File: src/rtl/arb_ddr_sched_if.sv
// Host-write, playback-read and DDR command signals for arb_ddr_sched.
// The slave modport is the scheduler's view; master is the surrounding system's.
interface arb_ddr_sched_if;
    logic        HW_WE_N;
    logic [25:0] HW_ADDR;
    logic [63:0] HW_DATA;
    logic        DAC_ACT;
    logic        RD_REQ;
    logic [25:0] RD_ADDR;
    logic        RD_ACK;
    logic [63:0] RD_DATA;
    logic        RD_VALID;
    logic        DDR_CMD_VALID;
    logic        DDR_CMD_WR;
    logic [25:0] DDR_ADDR;
    logic [63:0] DDR_WDATA;
    logic        DDR_CMD_READY;
    logic [63:0] DDR_RDATA;
    logic        DDR_RVALID;
    logic        WR_FULL;
    logic        WR_OVF;
    logic        BUSY;

    modport slave (
        input  HW_WE_N, HW_ADDR, HW_DATA, DAC_ACT, RD_REQ, RD_ADDR,
               DDR_CMD_READY, DDR_RDATA, DDR_RVALID,
        output RD_ACK, RD_DATA, RD_VALID, DDR_CMD_VALID, DDR_CMD_WR, DDR_ADDR, DDR_WDATA,
               WR_FULL, WR_OVF, BUSY
    );

    modport master (
        output HW_WE_N, HW_ADDR, HW_DATA, DAC_ACT, RD_REQ, RD_ADDR,
               DDR_CMD_READY, DDR_RDATA, DDR_RVALID,
        input  RD_ACK, RD_DATA, RD_VALID, DDR_CMD_VALID, DDR_CMD_WR, DDR_ADDR, DDR_WDATA,
               WR_FULL, WR_OVF, BUSY
    );
endinterface

File: src/rtl/arb_ddr_sched.sv
// DDR command scheduler: host write FIFO vs. playback reads, one command in flight.
// Define ARB_STARVE_GUARD_EN to force a queued write after STARVE_LIMIT consecutive reads.
module arb_ddr_sched #(
    parameter int unsigned FIFO_DEPTH   = 4,
    parameter int unsigned STARVE_LIMIT = 8
) (
    input logic            CLK133,
    input logic            RESET_N,
    arb_ddr_sched_if.slave bus
);
    localparam int unsigned PtrW = $clog2(FIFO_DEPTH);
    localparam int unsigned CntW = PtrW + 1;

    if (FIFO_DEPTH < 2 || FIFO_DEPTH > 16 || (FIFO_DEPTH & (FIFO_DEPTH - 1)) != 0 ||
        STARVE_LIMIT < 1 || STARVE_LIMIT > 255) begin : gen_bad_param
        $error("arb_ddr_sched: parameter out of range");
    end

    typedef enum logic [1:0] {StIdle, StWrCmd, StRdCmd, StRdWait} state_e;

    state_e          state_q;
    logic [89:0]     mem_q [FIFO_DEPTH];
    logic [PtrW-1:0] wr_ptr_q, rd_ptr_q;
    logic [CntW-1:0] cnt_q;
    logic            wr_ovf_q;
    logic            cmd_valid_q, cmd_wr_q, rd_ack_q, rd_valid_q;
    logic [25:0]     ddr_addr_q;
    logic [63:0]     ddr_wdata_q, rd_data_q;

    logic        fifo_full, fifo_empty, push, pop;
    logic        wr_cand, rd_cand, grant_wr, grant_rd;
    logic [89:0] head;

    assign fifo_full  = (cnt_q == CntW'(FIFO_DEPTH));
    assign fifo_empty = (cnt_q == '0);
    // Fullness is judged before any same-cycle pop, so a strobe while full is always lost.
    assign push = !bus.HW_WE_N && !fifo_full;
    assign pop  = (state_q == StWrCmd) && bus.DDR_CMD_READY;
    assign head = mem_q[rd_ptr_q];

    assign wr_cand = !fifo_empty;
    assign rd_cand = bus.RD_REQ;

`ifdef ARB_STARVE_GUARD_EN
    logic [7:0] starve_q;
    logic       starve_force;

    assign starve_force = (starve_q >= 8'(STARVE_LIMIT));
    assign grant_wr     = wr_cand && (!rd_cand || !bus.DAC_ACT || starve_force);

    always_ff @(posedge CLK133 or negedge RESET_N) begin
        if (!RESET_N) begin
            starve_q <= '0;
        end else if (state_q == StIdle) begin
            if (grant_wr) begin
                starve_q <= '0;
            end else if (grant_rd) begin
                if (!wr_cand) begin
                    starve_q <= '0;
                end else if (starve_q != 8'hff) begin
                    starve_q <= starve_q + 8'd1;
                end
            end
        end
    end
`else
    assign grant_wr = wr_cand && (!rd_cand || !bus.DAC_ACT);
`endif
    assign grant_rd = rd_cand && !grant_wr;

    // Storage is not reset; occupancy and pointers define what is valid.
    always_ff @(posedge CLK133) begin
        if (push) begin
            mem_q[wr_ptr_q] <= {bus.HW_ADDR, bus.HW_DATA};
        end
    end

    always_ff @(posedge CLK133 or negedge RESET_N) begin
        if (!RESET_N) begin
            wr_ptr_q <= '0;
            rd_ptr_q <= '0;
            cnt_q    <= '0;
            wr_ovf_q <= 1'b0;
        end else begin
            if (push) wr_ptr_q <= wr_ptr_q + 1'b1;
            if (pop)  rd_ptr_q <= rd_ptr_q + 1'b1;
            if (push && !pop) begin
                cnt_q <= cnt_q + 1'b1;
            end else if (pop && !push) begin
                cnt_q <= cnt_q - 1'b1;
            end
            if (!bus.HW_WE_N && fifo_full) wr_ovf_q <= 1'b1;
        end
    end

    always_ff @(posedge CLK133 or negedge RESET_N) begin
        if (!RESET_N) begin
            state_q     <= StIdle;
            cmd_valid_q <= 1'b0;
            cmd_wr_q    <= 1'b0;
            ddr_addr_q  <= '0;
            ddr_wdata_q <= '0;
            rd_ack_q    <= 1'b0;
            rd_valid_q  <= 1'b0;
            rd_data_q   <= '0;
        end else begin
            rd_ack_q   <= 1'b0;
            rd_valid_q <= 1'b0;
            unique case (state_q)
                StIdle: begin
                    if (grant_wr) begin
                        state_q     <= StWrCmd;
                        cmd_valid_q <= 1'b1;
                        cmd_wr_q    <= 1'b1;
                        ddr_addr_q  <= head[89:64];
                        ddr_wdata_q <= head[63:0];
                    end else if (grant_rd) begin
                        state_q     <= StRdCmd;
                        cmd_valid_q <= 1'b1;
                        cmd_wr_q    <= 1'b0;
                        ddr_addr_q  <= bus.RD_ADDR;
                        rd_ack_q    <= 1'b1;
                    end
                end
                StWrCmd: begin
                    if (bus.DDR_CMD_READY) begin
                        cmd_valid_q <= 1'b0;
                        state_q     <= StIdle;
                    end
                end
                StRdCmd: begin
                    if (bus.DDR_CMD_READY) begin
                        cmd_valid_q <= 1'b0;
                        state_q     <= StRdWait;
                    end
                end
                StRdWait: begin
                    if (bus.DDR_RVALID) begin
                        rd_data_q  <= bus.DDR_RDATA;
                        rd_valid_q <= 1'b1;
                        state_q    <= StIdle;
                    end
                end
                default: state_q <= StIdle;
            endcase
        end
    end

    assign bus.DDR_CMD_VALID = cmd_valid_q;
    assign bus.DDR_CMD_WR    = cmd_wr_q;
    assign bus.DDR_ADDR      = ddr_addr_q;
    assign bus.DDR_WDATA     = ddr_wdata_q;
    assign bus.RD_ACK        = rd_ack_q;
    assign bus.RD_VALID      = rd_valid_q;
    assign bus.RD_DATA       = rd_data_q;
    assign bus.WR_FULL       = fifo_full;
    assign bus.WR_OVF        = wr_ovf_q;
    assign bus.BUSY          = (state_q != StIdle) || !fifo_empty;
endmodule

File: src/flat_wrapper.sv
// flat-port wrapper written by rule: the top's interface ports become plain ports
module arb_ddr_sched_flat 
#(
    parameter int unsigned FIFO_DEPTH   = 4,
    parameter int unsigned STARVE_LIMIT = 8
)
  (CLK133, RESET_N, bus_HW_WE_N, bus_HW_ADDR, bus_HW_DATA, bus_DAC_ACT, bus_RD_REQ, bus_RD_ADDR, bus_DDR_CMD_READY, bus_DDR_RDATA, bus_DDR_RVALID, bus_RD_ACK, bus_RD_DATA, bus_RD_VALID, bus_DDR_CMD_VALID, bus_DDR_CMD_WR, bus_DDR_ADDR, bus_DDR_WDATA, bus_WR_FULL, bus_WR_OVF, bus_BUSY);
  arb_ddr_sched_if bus_i ();
  input logic CLK133;
  input logic RESET_N;
  input wire logic [$bits(bus_i.HW_WE_N)-1:0] bus_HW_WE_N;
  input wire logic [$bits(bus_i.HW_ADDR)-1:0] bus_HW_ADDR;
  input wire logic [$bits(bus_i.HW_DATA)-1:0] bus_HW_DATA;
  input wire logic [$bits(bus_i.DAC_ACT)-1:0] bus_DAC_ACT;
  input wire logic [$bits(bus_i.RD_REQ)-1:0] bus_RD_REQ;
  input wire logic [$bits(bus_i.RD_ADDR)-1:0] bus_RD_ADDR;
  input wire logic [$bits(bus_i.DDR_CMD_READY)-1:0] bus_DDR_CMD_READY;
  input wire logic [$bits(bus_i.DDR_RDATA)-1:0] bus_DDR_RDATA;
  input wire logic [$bits(bus_i.DDR_RVALID)-1:0] bus_DDR_RVALID;
  output wire logic [$bits(bus_i.RD_ACK)-1:0] bus_RD_ACK;
  output wire logic [$bits(bus_i.RD_DATA)-1:0] bus_RD_DATA;
  output wire logic [$bits(bus_i.RD_VALID)-1:0] bus_RD_VALID;
  output wire logic [$bits(bus_i.DDR_CMD_VALID)-1:0] bus_DDR_CMD_VALID;
  output wire logic [$bits(bus_i.DDR_CMD_WR)-1:0] bus_DDR_CMD_WR;
  output wire logic [$bits(bus_i.DDR_ADDR)-1:0] bus_DDR_ADDR;
  output wire logic [$bits(bus_i.DDR_WDATA)-1:0] bus_DDR_WDATA;
  output wire logic [$bits(bus_i.WR_FULL)-1:0] bus_WR_FULL;
  output wire logic [$bits(bus_i.WR_OVF)-1:0] bus_WR_OVF;
  output wire logic [$bits(bus_i.BUSY)-1:0] bus_BUSY;
  assign bus_i.HW_WE_N = bus_HW_WE_N;
  assign bus_i.HW_ADDR = bus_HW_ADDR;
  assign bus_i.HW_DATA = bus_HW_DATA;
  assign bus_i.DAC_ACT = bus_DAC_ACT;
  assign bus_i.RD_REQ = bus_RD_REQ;
  assign bus_i.RD_ADDR = bus_RD_ADDR;
  assign bus_i.DDR_CMD_READY = bus_DDR_CMD_READY;
  assign bus_i.DDR_RDATA = bus_DDR_RDATA;
  assign bus_i.DDR_RVALID = bus_DDR_RVALID;
  assign bus_RD_ACK = bus_i.RD_ACK;
  assign bus_RD_DATA = bus_i.RD_DATA;
  assign bus_RD_VALID = bus_i.RD_VALID;
  assign bus_DDR_CMD_VALID = bus_i.DDR_CMD_VALID;
  assign bus_DDR_CMD_WR = bus_i.DDR_CMD_WR;
  assign bus_DDR_ADDR = bus_i.DDR_ADDR;
  assign bus_DDR_WDATA = bus_i.DDR_WDATA;
  assign bus_WR_FULL = bus_i.WR_FULL;
  assign bus_WR_OVF = bus_i.WR_OVF;
  assign bus_BUSY = bus_i.BUSY;
  arb_ddr_sched #(.FIFO_DEPTH(FIFO_DEPTH), .STARVE_LIMIT(STARVE_LIMIT)) u_core (.CLK133(CLK133), .RESET_N(RESET_N), .bus(bus_i));
endmodule
File: config.mk
export PLATFORM = sky130hd
export DESIGN_NAME = arb_ddr_sched_flat
export DESIGN_NICKNAME = d
export VERILOG_FILES = /design/src/rtl/arb_ddr_sched_if.sv /design/src/rtl/arb_ddr_sched.sv /design/src/flat_wrapper.sv
export SDC_FILE = /design/constraint.sdc
export NUM_CORES = 1
export LEC_CHECK = 0
export ABC_AREA = 1
export BUFFER_PORTS_ARGS = -buffer_cell sky130_fd_sc_hd__buf_2
export CAP_MARGIN = 20
export CORE_ASPECT_RATIO = 0.7
export CORE_MARGIN = 2
export CORE_UTILIZATION = 58
export CTS_BUF_LIST = sky130_fd_sc_hd__clkbuf_2 sky130_fd_sc_hd__clkbuf_4 sky130_fd_sc_hd__clkbuf_8
export DETAILED_ROUTE_END_ITERATION = 6
export PLACE_DENSITY = 0.85
export SLEW_MARGIN = 5
export SYNTH_ARGS = -nofsm -noshare
export SYNTH_HDL_FRONTEND = slang
export SYNTH_SLANG_ARGS = --single-unit
File: constraint.sdc
create_clock -name CLK133 -period 5.8 [get_ports CLK133]
set_clock_uncertainty 0.1 [all_clocks]
set_input_delay 0.58 -clock CLK133 [delete_from_list [all_inputs] [get_ports CLK133]]
set_output_delay 0.58 -clock CLK133 [all_outputs]
set_load 0.02 [all_outputs]
Word-level counts from Yosys, hierarchy flattened

Memory sizes are Yosys's and may differ from the RTL's.
Cells that the tools add are included.

$add $sub $neg: 4
$mul: 0
Div/mod/pow operators: 0
Magnitude comparators: 0
Equality and inequality tests: 9
Shifts and indexed selects: 0
Muxes and demuxes: 23
Bitwise logic cells: 0
Reductions and logical operators: 29

Operator list:

| cell                                                                    | number |
|---|---|
| 26-bit two-way mux                                                      | 2 |
| 1-bit two-way mux                                                       | 12 |
| 2-bit two-way mux                                                       | 5 |
| 1-bit zero test                                                         | 8 |
| 2-bit case mux with 4 select lines                                      | 1 |
| 2-bit nonzero test                                                      | 4 |
| 1-bit logical AND                                                       | 7 |
| 3-bit two-way mux                                                       | 2 |
| 2-bit inequality test, second input constant                            | 3 |
| 2-bit AND reduction                                                     | 3 |
| 2-bit by 1-bit adder with 2-bit output, second input constant           | 2 |
| 2-bit == test, second input constant                                    | 2 |
| 4-bit AND reduction                                                     | 1 |
| 3-bit by 1-bit adder with 3-bit output, second input constant           | 1 |
| 3-bit == test, second input constant                                    | 1 |
| 3-bit zero test                                                         | 1 |
| 3-bit by 1-bit inequality test with 1-bit output, second input constant | 1 |
| 3-bit AND reduction                                                     | 1 |
| 3-bit by 1-bit subtractor with 3-bit output, second input constant      | 1 |
| 2-bit by 1-bit == test with 1-bit output, second input constant         | 1 |
| 2-bit zero test                                                         | 1 |
| 1-bit logical OR                                                        | 2 |
| 2-bit by 1-bit inequality test with 1-bit output, second input constant | 1 |
| 1-bit case mux with 2 select lines                                      | 1 |
| 2-bit OR reduction                                                      | 1 |

Bits in registers: 168
Latch bits: 0
RAM bits: 360
ROM bits: 0
Bits of input ports: 187
Output and inout port bits: 161
Logic and storage cells: 78
Memories kept: 1

Memory list:

| memory       | depth | width | rd ports | clocked after memory_dff | wr ports | line                | text |
|---|---|---|---|---|---|---|---|
| u_core.mem_q | 4     | 90    | 1        | 0                        | 1        | arb_ddr_sched.sv:22 | `logic [89:0] mem_q [FIFO_DEPTH];` |

Logic depth before layout (Yosys ltp)

Depth in word-level cells: 8
Gate-level depth with buffers: 11
Mapped depth without buffers: 10

Least setup slack after synthesis

Ideal clock, no wire load.

Kind: input port to flip-flop
Start: input bus_HW_WE_N
End: memory u_core.mem_q[0][0], enable pin
Library setup time: 0.540 ns
Arrival: 4.508 ns
Data required time: 5.160 ns
Setup slack: 0.653 ns
Cell stages on the path: 3
Buffers on the path: 0
Path through: inv_1 nand2_1 nor2_1

Word-level cells in the longest chain between the ends: 4

Ends and longest elaborated chain:

| what                                    | line                | text |
|---|---|---|
| start, declared                         | flat_wrapper.sv:11  | `input wire logic [$bits(bus_i.HW_WE_N)-1:0] bus_HW_WE_N;` |
| 1-bit zero test                         | arb_ddr_sched.sv:37 | `assign push = !bus.HW_WE_N && !fifo_full;` |
| 1-bit logical AND                       | arb_ddr_sched.sv:37 |  |
| 1-bit two-way mux                       | arb_ddr_sched.sv:73 | `if (push) begin` |
| 1-bit two-way mux (not written as such) | arb_ddr_sched.sv:74 | `mem_q[wr_ptr_q] <= {bus.HW_ADDR, bus.HW_DATA};` |
| end, declared                           | arb_ddr_sched.sv:22 |  |

Every way passes these cells.

Worst setup path after layout

Start: register u_core.rd_ptr_q[0]
End: register u_core.ddr_wdata_q[48], in the netlist u_core.bus.DDR_WDATA[48]

Word-level cells in the longest chain between the ends: 1

Ends and longest elaborated chain:

| what                   | line                 | text |
|---|---|---|
| start, declared        | arb_ddr_sched.sv:23  | `logic [PtrW-1:0] wr_ptr_q, rd_ptr_q;` |
| start signal, assigned | arb_ddr_sched.sv:86  | `if (pop) rd_ptr_q <= rd_ptr_q + 1'b1;` |
| memory read 4 x 90 bit | -                    |  |
| end signal, assigned   | arb_ddr_sched.sv:116 | `ddr_wdata_q <= head[63:0];` |
| end, declared          | arb_ddr_sched.sv:28  | `logic [63:0] ddr_wdata_q, rd_data_q;` |

Every way passes these cells.
A chain may end at the register's enable or synchronous reset.

==> impl_metrics.ini <==
[clock_network]
cts_tree = done
htree_levels = 3
cts_buffers = 77
clock_sink_total = 528
path_clk_slew_ps = 70
ctsLongestPathBuffers = 3
root_driver = sky130_fd_sc_hd__clkbuf_8
worst_skew_pair.late_latency_ps = 630
cts-resized-gates = 0

[power]
power.share.sequential_pct = 42.1
p_leak_nw = 10.8
peakVddDrop_v = 0.000350
power.density_nw_per_um2 = 552
power.switching_fraction_pct = 38.3
power_frac_clock_pct = 23.1
cellInternalPower_mw = 8.34
p_sw_mw = 5.17
power.share.combinational_pct = 34.7

[cells_and_area]
drive_above_1_share_pct = 24.6
nNetsFinal = 2391
fillers = 2439
area_taken_by_flip_flops_and_latches_sq_um = 15000
flow.area_growth_from_synthesis_pct = 18.0
multi_input_area_sq_um = 5030

[synth]
yosysTopAreaCellShare_pct = 52.1
syn_area_per_cell_sq_um = 11.3
netlist-cell-type-count = 29
yosys.area.top_type = sky130_fd_sc_hd__edfxtp_1
synth_fp_nets = 2041
synthesis.instances = 1843
synth.top_cells.by_area = sky130_fd_sc_hd__edfxtp_1, sky130_fd_sc_hd__dfrtp_1, sky130_fd_sc_hd__nand2_1, sky130_fd_sc_hd__nor2_1, sky130_fd_sc_hd__o21ai_0
postSynthRegisterBits = 528
syn_area_sq_um = 20700
yosysSeqAreaShare_pct = 72.4
synthesis.yosys.warnings = 0

[routing]
first_iter_violations = 1256
detailedRoute.firstPassIterationCount = 7
drcViolationCount = 1
num_vias = 14400
routed_via_density = 5.27
totalWireLength_um = 48200
wl_per_cell_um = 17.6
number_of_nets_still_failing_antenna_checks_after_routing = 0

[global_route]
initial_antenna_violation_count = 10
grt_pass1_vias = 14400
maximum_number_of_pins_on_one_net_before_global_route_repair = 102
wire_length_of_the_first_global_routing_pass_um = 75400
globalRouteMet3Util_pct = 6.46
gr-usage-all-layers_pct = 26.1
gr-usage-met2_pct = 44.3
use_met1_pct = 32.6
grt_busiest_layer = met2
gr-total-overflow = 0

[floorplanning]
initial_utilization_pct = 59.3
floorplan.core_area_sq_um = 34900
num_io_pins = 348
placementRows = 57
die-height_um = 162
die_area_sq_um = 37300
dieWidth_um = 230

[critical_path]
worst-endpoint-arrival_ps = 3690
startpoint_type = flip-flop
worstSetupPathDepth = 8
cpLargestDelayFamily = buffers and inverters
cpMaxStageDelayCell = sky130_fd_sc_hd__dfrtp_4
r2r_cells = 8
cp_data_required_time_ps = 6260
setup.worst_path.class = flip-flop to flip-flop
worst-path-max-fanout = 91
crit_chain = buf_4 > buf_4 > nor2_1 > nor2_1 > o21ai_0 > o21ai_0 > nand2_1 > nand2_1
reg2reg_slack_ps = 2570
endpoint = u_core.bus.DDR_WDATA[48]$_DFFE_PN0P_
regToRegStartpoint = u_core.rd_ptr_q[0]$_DFFE_PN0P_
cp-startpoint = u_core.rd_ptr_q[0]$_DFFE_PN0P_
cp-end-kind = flip-flop
reg2reg_to = u_core.bus.DDR_WDATA[48]$_DFFE_PN0P_
critPathBufInv = 2
slowest_delay_ps = 1060

[worst_hold_path]
hp-class = input pin to flip-flop

[sta]
final-hold-violation-count = 0
layout_worst_path_cycle_share_pct = 55.7
worst_pin_slew_ps = 1070
grt_setup_unrepaired = false
timing.slew.headroom_pct = 28.7
finalSetupTns_ps = 0
fmaxAchievable_mhz = 309
setup_viol_count_final = 0
final_period_minus_worst_setup_slack_ps = 3230
timing_max_transition_violations_final = 0
finalWorstSetupSlack_ps = 2570

[placed_design]
dp_hpwl_um = 28500
io_buffer_count = 347
preCtsSetupSlack_ps = 2400
gpl.final_weighted_congestion = 0.816

[flow_run]
drv.max_cap_violation_count = 0

[outcome]
status = finished with violations
violations = design-rule violations
==> Yosys cell counts <==
master	n
sky130_fd_sc_hd__nand2_1	604
sky130_fd_sc_hd__edfxtp_1	360
sky130_fd_sc_hd__nor2_1	229
sky130_fd_sc_hd__dfrtp_1	168
sky130_fd_sc_hd__o21ai_0	131
sky130_fd_sc_hd__o21ai_1	63
sky130_fd_sc_hd__nand3_1	55
sky130_fd_sc_hd__inv_1	45
sky130_fd_sc_hd__clkbuf_1	43
sky130_fd_sc_hd__buf_2	30
sky130_fd_sc_hd__a21oi_1	28
sky130_fd_sc_hd__or2_2	26
sky130_fd_sc_hd__buf_6	12
sky130_fd_sc_hd__ha_1	10
sky130_fd_sc_hd__nand2_2	10
sky130_fd_sc_hd__buf_4	9
sky130_fd_sc_hd__nand2_4	3
sky130_fd_sc_hd__xor2_1	3
sky130_fd_sc_hd__buf_1	2
sky130_fd_sc_hd__inv_2	2
sky130_fd_sc_hd__inv_4	2
sky130_fd_sc_hd__buf_8	1
sky130_fd_sc_hd__fa_1	1
sky130_fd_sc_hd__mux2_2	1
sky130_fd_sc_hd__nand3b_1	1
sky130_fd_sc_hd__nand4_1	1
sky130_fd_sc_hd__nor2_4	1
sky130_fd_sc_hd__o21bai_1	1
sky130_fd_sc_hd__xnor2_1	1
==> power groups by stage <==
stage               sequential, mW  combinational [mW]  clock [mW]
floorplan                     6.31                2.71           0
global placement              5.70                4.51           0
detailed placement            5.74                4.71           0
CTS                           5.68                4.74        3.18
global route                  5.80                5.25        3.35
finish                        5.69                4.69        3.12
==> metrics by stage <==
step	area (sq um)	utilization, %	power, mW	hold WS, ps	std cells
CTS	24500	70.0	13.6	0.223	2728
finish	24500	70.0	13.5	45.8	2732
floorplan	20700	-	9.02	184	1843
global placement	22700	65.0	10.2	353	2579
global route	24500	70.0	14.4	19.2	2729
detailed placement	22800	65.1	10.5	354	2581
==> final cells by class <==
cell class	instances	share of cell area [%]
diodes	4	0.0409
multi-input cells	1169	20.6
well taps	472	2.41
clock inverters	11	0.358
flip-flops and latches	528	61.4
inverters	49	0.792
clock buffers	131	6.42
repair buffers	368	8.05
==> worst min-delay path: stages <==
cell and delay (ps):
sky130_fd_sc_hd__buf_2 80, sky130_fd_sc_hd__nand2_1 40, sky130_fd_sc_hd__nand2_1 40
==> worst min path at each step <==
stage / from / to / slack (ps) / cells past startpoint
2_1_floorplan: RESET_N / u_core.bus.DDR_ADDR[0]$_DFFE_PN0P_ / 180 / 0
3_3_place_gp: u_core.bus.DDR_CMD_WR$_DFFE_PN0P_ / u_core.bus.DDR_CMD_WR$_DFFE_PN0P_ / 350 / 2
3_5_place_dp: u_core.bus.DDR_CMD_WR$_DFFE_PN0P_ / u_core.bus.DDR_CMD_WR$_DFFE_PN0P_ / 350 / 2
4_1_cts: bus_DDR_RDATA[2] / u_core.bus.RD_DATA[2]$_DFFE_PN0P_ / 0.2 / 3
5_1_grt: bus_DDR_RDATA[2] / u_core.bus.RD_DATA[2]$_DFFE_PN0P_ / 20 / 3
6_report: bus_DDR_RDATA[2] / u_core.bus.RD_DATA[2]$_DFFE_PN0P_ / 50 / 3
==> cells by family after synthesis <==
logic type / count (synthesis) / share of synthesized area (%)
adder cells (fa/ha/maj): 11 / 0.700
flip-flops: 528 / 72.4
multiplexers: 1 / 0.0543
AND/OR/NAND/NOR: 930 / 17.8
XOR/XNOR: 4 / 0.169
AO/OA/AOI/OAI: 223 / 5.39
buffers and inverters: 146 / 3.50
==> cells in the final DEF, fill, tap and decap left out, types with 2 or more instances in the layout <==
| master | instances |
|---|---|
| sky130_fd_sc_hd__nand2_2 | 12 |
| sky130_fd_sc_hd__inv_4 | 4 |
| sky130_fd_sc_hd__nand2_1 | 602 |
| sky130_fd_sc_hd__inv_1 | 44 |
| sky130_fd_sc_hd__buf_12 | 3 |
| sky130_fd_sc_hd__clkbuf_4 | 37 |
| sky130_fd_sc_hd__nand2_4 | 3 |
| sky130_fd_sc_hd__buf_2 | 346 |
| sky130_fd_sc_hd__clkbuf_8 | 94 |
| sky130_fd_sc_hd__nor2_1 | 225 |
| sky130_fd_sc_hd__inv_6 | 2 |
| sky130_fd_sc_hd__diode_2 | 4 |
| sky130_fd_sc_hd__a21oi_1 | 28 |
| sky130_fd_sc_hd__dfrtp_1 | 167 |
| sky130_fd_sc_hd__o21ai_0 | 131 |
| sky130_fd_sc_hd__xor2_1 | 3 |
| sky130_fd_sc_hd__edfxtp_1 | 360 |
| sky130_fd_sc_hd__o21ai_1 | 63 |
| sky130_fd_sc_hd__dlygate4sd3_1 | 5 |
| sky130_fd_sc_hd__nor2_4 | 5 |
| sky130_fd_sc_hd__clkinv_2 | 5 |
| sky130_fd_sc_hd__or2_2 | 26 |
| sky130_fd_sc_hd__clkinv_1 | 2 |
| sky130_fd_sc_hd__nand3_1 | 55 |
| sky130_fd_sc_hd__buf_4 | 12 |
| sky130_fd_sc_hd__ha_1 | 10 |
==> routing by layer <==
layer	vias to the layer above	share of wire (%)
li1	6831	-
met1	6931	39
met2	526	51
met3	107	6.9
met4	12	2.7
met5	-	0.16
==> what timing repair did <==
action / in CTS / in global routing
hold buffers: 5 / 0
setup endpoints to repair: 0 / 0
hold endpoints to repair: 83 / 0
buffers inserted: 0 / 0
==> sequential cells by signal, summed over array words and instances, names as in the netlist, 2 cells and up <==
name and count:
u_core.cnt_q 3, u_core.bus.RD_DATA 64, u_core.bus.DDR_ADDR 26, u_core.mem_q 360, u_core.state_q 2, u_core.wr_ptr_q 2, u_core.rd_ptr_q 2, u_core.bus.DDR_WDATA 64
Note: power is estimated with default switching activity, not from simulation.
